[config.mk]
export PLATFORM = sky130hd
export DESIGN_NAME = hs_mem_spram_ctrl
export DESIGN_NICKNAME = d
export VERILOG_FILES = /design/src/rtl/hs_mem_spram_ctrl_pkg.sv /design/src/rtl/hs_mem_spram_ctrl_rsp_buf.sv /design/src/rtl/hs_mem_spram_ctrl.sv
export SDC_FILE = /design/constraint.sdc
export NUM_CORES = 1
export LEC_CHECK = 0
export BUFFER_PORTS_ARGS = -buffer_cell sky130_fd_sc_hd__buf_2
export CAP_MARGIN = 20
export CORE_MARGIN = 3
export CORE_UTILIZATION = 44
export CTS_BUF_LIST = sky130_fd_sc_hd__clkbuf_16
export DETAILED_ROUTE_END_ITERATION = 8
export PLACE_DENSITY = 0.75
export SYNTH_ARGS = -nofsm -noshare
export SYNTH_HDL_FRONTEND = slang
export SYNTH_SLANG_ARGS = --single-unit
[constraint.sdc]
create_clock -name clk -period 1.7 [get_ports clk]
set_input_delay 0.17 -clock clk [delete_from_list [all_inputs] [get_ports clk]]
set_output_delay 0.17 -clock clk [all_outputs]
set_load 0.05 [all_outputs]
[src/rtl/hs_mem_spram_ctrl_pkg.sv]
// Shared types for the hs_mem_spram requester controller and its response buffer.
package hs_mem_spram_ctrl_pkg;
   localparam int RSP_BUF_DEPTH = 2;
   typedef logic [1:0] occ_t;
endpackage

[src/rtl/hs_mem_spram_ctrl_rsp_buf.sv]
// Two-entry response FIFO; entry 0 is always the head, so the head needs no read pointer.
module hs_mem_spram_ctrl_rsp_buf
   import hs_mem_spram_ctrl_pkg::*;
#(
   parameter type ENTRY_T = logic [7:0]
) (
   input  logic   clk,
   input  logic   rst,
   input  logic   push,
   input  ENTRY_T push_data,
   input  logic   pop,
   output ENTRY_T head,
   output occ_t   cnt
);

   ENTRY_T ent [RSP_BUF_DEPTH];

   always_ff @(posedge clk or posedge rst) begin
      if (rst) begin
         cnt    <= '0;
         ent[0] <= '0;
         ent[1] <= '0;
      end else begin
         case ({push, pop})
            2'b10: begin
               if (cnt == 2'd0) ent[0] <= push_data;
               else             ent[1] <= push_data;
               cnt <= cnt + 2'd1;
            end
            2'b01: begin
               ent[0] <= ent[1];
               cnt    <= cnt - 2'd1;
            end
            2'b11: begin
               // Simultaneous pop/push: the new item lands behind whatever survives the pop.
               if (cnt == 2'd1) begin
                  ent[0] <= push_data;
               end else begin
                  ent[0] <= ent[1];
                  ent[1] <= push_data;
               end
            end
            default: ;
         endcase
      end
   end

   assign head = ent[0];

endmodule

[src/rtl/hs_mem_spram_ctrl.sv]
// Valid/ready front end for one hs_mem_spram; define HS_MEM_SPRAM_CTRL_WR_ACK_EN to
// make writes return a response carrying the old RAM contents with rsp_wr set.
module hs_mem_spram_ctrl
   import hs_mem_spram_ctrl_pkg::*;
#(
   parameter type DATA_TYPE  = logic [7:0],
   parameter int  DATA_DEPTH = 16,
   localparam int ADDR_WIDTH = $clog2(DATA_DEPTH)
) (
   input  logic                  clk,
   input  logic                  rst,
   input  logic                  req_valid,
   output logic                  req_ready,
   input  logic [ADDR_WIDTH-1:0] req_addr,
   input  DATA_TYPE              req_wdata,
   input  logic                  req_wen,
   output logic                  rsp_valid,
   input  logic                  rsp_ready,
   output DATA_TYPE              rsp_rdata,
   output logic                  rsp_wr,
   output logic                  ram_ce,
   output logic                  ram_wen,
   output logic [ADDR_WIDTH-1:0] ram_addr,
   output DATA_TYPE              ram_wdata,
   input  DATA_TYPE              ram_rdata
);

`ifdef HS_MEM_SPRAM_CTRL_WR_ACK_EN
   typedef struct packed {
      logic     wr;
      DATA_TYPE data;
   } rsp_ent_t;
`else
   typedef DATA_TYPE rsp_ent_t;
`endif

   logic       inflight;
   occ_t       cnt;
   logic [2:0] occ;
   logic       acc;
   logic       push;
   logic       pop;
   rsp_ent_t   push_ent;
   rsp_ent_t   head_ent;

   // Occupancy counts the RAM read in flight so the buffer can always absorb it.
   assign occ       = {1'b0, cnt} + {2'b00, inflight};
   assign req_ready = !rst && (occ < 3'(RSP_BUF_DEPTH));
   assign acc       = req_valid && req_ready;

   assign ram_ce    = acc;
   assign ram_wen   = req_wen;
   assign ram_addr  = req_addr;
   assign ram_wdata = req_wdata;

   assign rsp_valid = (cnt != 2'd0) || inflight;
   assign pop       = (cnt != 2'd0) && rsp_ready;
   assign push      = inflight && !((cnt == 2'd0) && rsp_ready);

`ifdef HS_MEM_SPRAM_CTRL_WR_ACK_EN
   logic inflight_wr;

   always_ff @(posedge clk or posedge rst) begin
      if (rst) begin
         inflight    <= 1'b0;
         inflight_wr <= 1'b0;
      end else begin
         inflight    <= acc;
         inflight_wr <= acc && req_wen;
      end
   end

   assign push_ent  = {inflight_wr, ram_rdata};
   assign rsp_rdata = (cnt != 2'd0) ? head_ent.data : ram_rdata;
   assign rsp_wr    = (cnt != 2'd0) ? head_ent.wr   : inflight_wr;
`else
   always_ff @(posedge clk or posedge rst) begin
      if (rst) inflight <= 1'b0;
      else     inflight <= acc && !req_wen;
   end

   assign push_ent  = ram_rdata;
   assign rsp_rdata = (cnt != 2'd0) ? head_ent : ram_rdata;
   assign rsp_wr    = 1'b0;
`endif

   hs_mem_spram_ctrl_rsp_buf #(
      .ENTRY_T (rsp_ent_t)
   ) u_rsp_buf (
      .clk       (clk),
      .rst       (rst),
      .push      (push),
      .push_data (push_ent),
      .pop       (pop),
      .head      (head_ent),
      .cnt       (cnt)
   );

endmodule

==> metrics.txt <==
vias in the first global route 1,197; top post-synthesis cells by count 19 x dfrtp_1, 16 x buf_4, 16 x o21ai_0; Clock Skew 0.00169 ns; Post-CTS Hold Buffers 0; final setup margin -0.0270 ns; initial antenna violation count 0; worst skew pair latency 0.25 ns; initial core utilization 0.475; VDD IR max 1110 uV; H-tree Lvls 1; Placed Cells 187; Total Routed Length 4.15 mm; WL/cell 20.7 um; Final setup viols 4; Mapped Nets 172; Buffers on Ports 24; non-filler cells, final 200; top cells by area, synth dfrtp_1 35%, mux2_2 11%, buf_4 8.9%; GRT Total Usage 0.204; Synthesis Warnings 0; hpwl dp 2.55 mm; Tightest Hold Check Type in -> reg; CP max FO 8; R2R Setup Slk -0.03 ns; Setup crit start kind flip-flop; leakage 0.856 nW; Avg Synthesized Cell Area 9.41 sq um; Yosys top cell area share 0.351; CTS Root Cell clkbuf_16; clk sink count 19; TritonCTS clock tree yes; # DRC 0; CTS Buffer Depth 2; layout cell share with drive strength beyond 1 0.574; largest net degree at the start of global routing 20; Synth area leader dfrtp_1; synthesized area 0.00136 sq mm; FFs w/ async S/R, synth 1.00; max-cap violations 0; total gr overflow 0; CP max stage delay 0.42 ns; final net count 198; Fin. Hold Viols 0; Setup Crit Path Kind reg -> reg; die width 61.5 um; RSZ-0062 raised after global routing yes; Max transition margin 0.486; clock transition at the registers of the reported paths 0.06 ns; Seq/Total Area, Yosys 0.351; ant diodes 0; Core Area 0.00285 sq mm; FP Rows 19; setup TNS -0.0490 ns; number of synthesized flops with an enable pin 0; Vias 1,257; failing checks negative setup slack; DRT Pass-1 Iters 4; synthesized flop and latch total 19; Top FF cell, synth dfrtp_1; # IOs 50; status finished, violations left; number of distinct library cells after synthesis 32; area growth from synthesis to layout 49.0%; Tot Pwr 0.00459 W; Worst EP arrival 1.89 ns; Post-Synthesis Cells 144; DRT iter0 DRCs 44; drt via density 6.29; first-pass GRT wire length 5.56 mm; Final Max Slew Viols 0; CP endpoint kind flip-flop; Max Clk Rate 579 MHz; routability cong. 0.819; Antenna Violating Nets Remaining 0; number of buffers created by CTS 3; CP required 1.86 ns; Slew @ Worst Pin 0.770 ns; CP max stage cell dfrtp_2; Pwr per Cell Area 2270 mW/mm^2; minimum clock period 1.73 ns; die footprint 0.00378 sq mm; count leader, synth dfrtp_1; Die Ht 61.5 um; worst-path cell chain inv_4 -> buf_12 -> ha_4 -> nor4bb_4 -> buf_6 -> a221oi_2 -> o32ai_2; fin crit share 1.02
==> power by group <==
part	switching [W]	total (W)	leakage (nW)	internal, W
logic	0.00180	0.00326	0.585	0.00146
registers	0.000165	0.000839	0.230	0.000674
clock network	0.000178	0.000494	0.0409	0.000316
total	0.00214	0.00459	0.856	0.00245
==> final timing paths <==
path / startpoint / cells after the start / endpoint
max reg2reg: u_rsp_buf.cnt[0] / 7 / u_rsp_buf.head[0]
min in group asynchronous: rst / 2 / inflight
max in group asynchronous: rst / 2 / u_rsp_buf.cnt[0]
min reg2reg: u_rsp_buf.ent[2] / 1 / u_rsp_buf.ent[2]
max: u_rsp_buf.cnt[0] / 7 / u_rsp_buf.head[0]
min: req_wen / 2 / inflight
==> cells in the final DEF (no fill, tap or decap), types with 2 or more instances in the layout <==
cell type | Yosys | layout
a221oi_2 | 0 | 3
o211a_1 | 3 | 3
a221oi_4 | 0 | 2
ha_4 | 0 | 3
mux2_2 | 13 | 12
o22ai_1 | 2 | 2
nand2_2 | 1 | 5
mux2_1 | 3 | 3
o21ai_1 | 2 | 2
inv_1 | 12 | 10
a221oi_1 | 8 | 3
clkbuf_16 | 0 | 3
o21ai_0 | 16 | 6
o21ai_4 | 0 | 8
buf_8 | 0 | 2
buf_12 | 0 | 2
o21ai_2 | 0 | 2
dfrtp_1 | 19 | 18
nand2_1 | 10 | 6
o32ai_4 | 0 | 3
nand4b_1 | 2 | 2
nor2b_1 | 4 | 4
buf_4 | 16 | 10
inv_4 | 0 | 2
and2_4 | 0 | 2
buf_2 | 5 | 15
buf_6 | 0 | 14
o32ai_2 | 0 | 2
nand2b_1 | 4 | 4
==> timing repair <==
item / in CTS / in global routing
pin swaps: 1 / 14
gates cloned: 0 / 1
buffers inserted: 0 / 9
endpoints found under the setup margin: 16 / 18
gates resized for setup: 26 / 48
==> area by class of cell <==
class / instances / area (sq um)
Multi-Input combinational cell: 91 / 996
Fill cell: 203 / 833
Sequential cell: 19 / 477
Timing Repair Buffer: 43 / 378
Clock buffer: 3 / 75.1
Inverter: 12 / 50.0
Tap cell: 31 / 38.8
Clock inverter: 1 / 5.00
==> per-stage QoR <==
| stage | util | cell area, sq um | worst slack (ns) | hold slack (ns) |
|---|---|---|---|---|
| 6_report | 0.708 | 2020 | -0.0270 | 0.0668 |
| 3_3_place_gp | 0.540 | 1540 | -0.00358 | 0.331 |
| 4_1_cts | 0.600 | 1710 | -0.0241 | 0.0699 |
| 3_5_place_dp | 0.540 | 1540 | -0.111 | 0.337 |
| 2_1_floorplan | - | 1460 | 0.0159 | 0.121 |
| 5_1_grt | 0.708 | 2020 | -0.144 | 0.0764 |
==> critical path: cells and delay by family (launching register included) <==
family / cells / cell delay, ns
AND/OR/NAND/NOR: 1 / 0.29
buffers and inverters: 3 / 0.37
flip-flops: 1 / 0.42
AO/OA/AOI/OAI: 2 / 0.35
adder cells (fa/ha/maj): 1 / 0.18
==> sequential cells by signal, indices dropped and copies added, names as in the netlist <==
register        flops
u_rsp_buf.ent       8
u_rsp_buf.head      8
u_rsp_buf.cnt       2
inflight            1
==> cell families after synthesis <==
logic type,after synthesis,synth area share
adder cells (fa/ha/maj),3,0.0277
flip-flops,19,0.351
other,1,0.00277
AND/OR/NAND/NOR,30,0.128
multiplexers,16,0.133
buffers and inverters,34,0.143
AO/OA/AOI/OAI,40,0.208
XOR/XNOR,1,0.00646
==> per-layer routing <==
metal | vias up | GRT usage | routed length [um]
met4 | 0 | 0.130 | 189
met1 | 618 | 0.231 | 1490
met2 | 59 | 0.351 | 2240
li1 | 557 | - | -
met3 | 23 | 0.0335 | 231
met5 | - | 0 | 0
(Power assumes the default switching activity.)
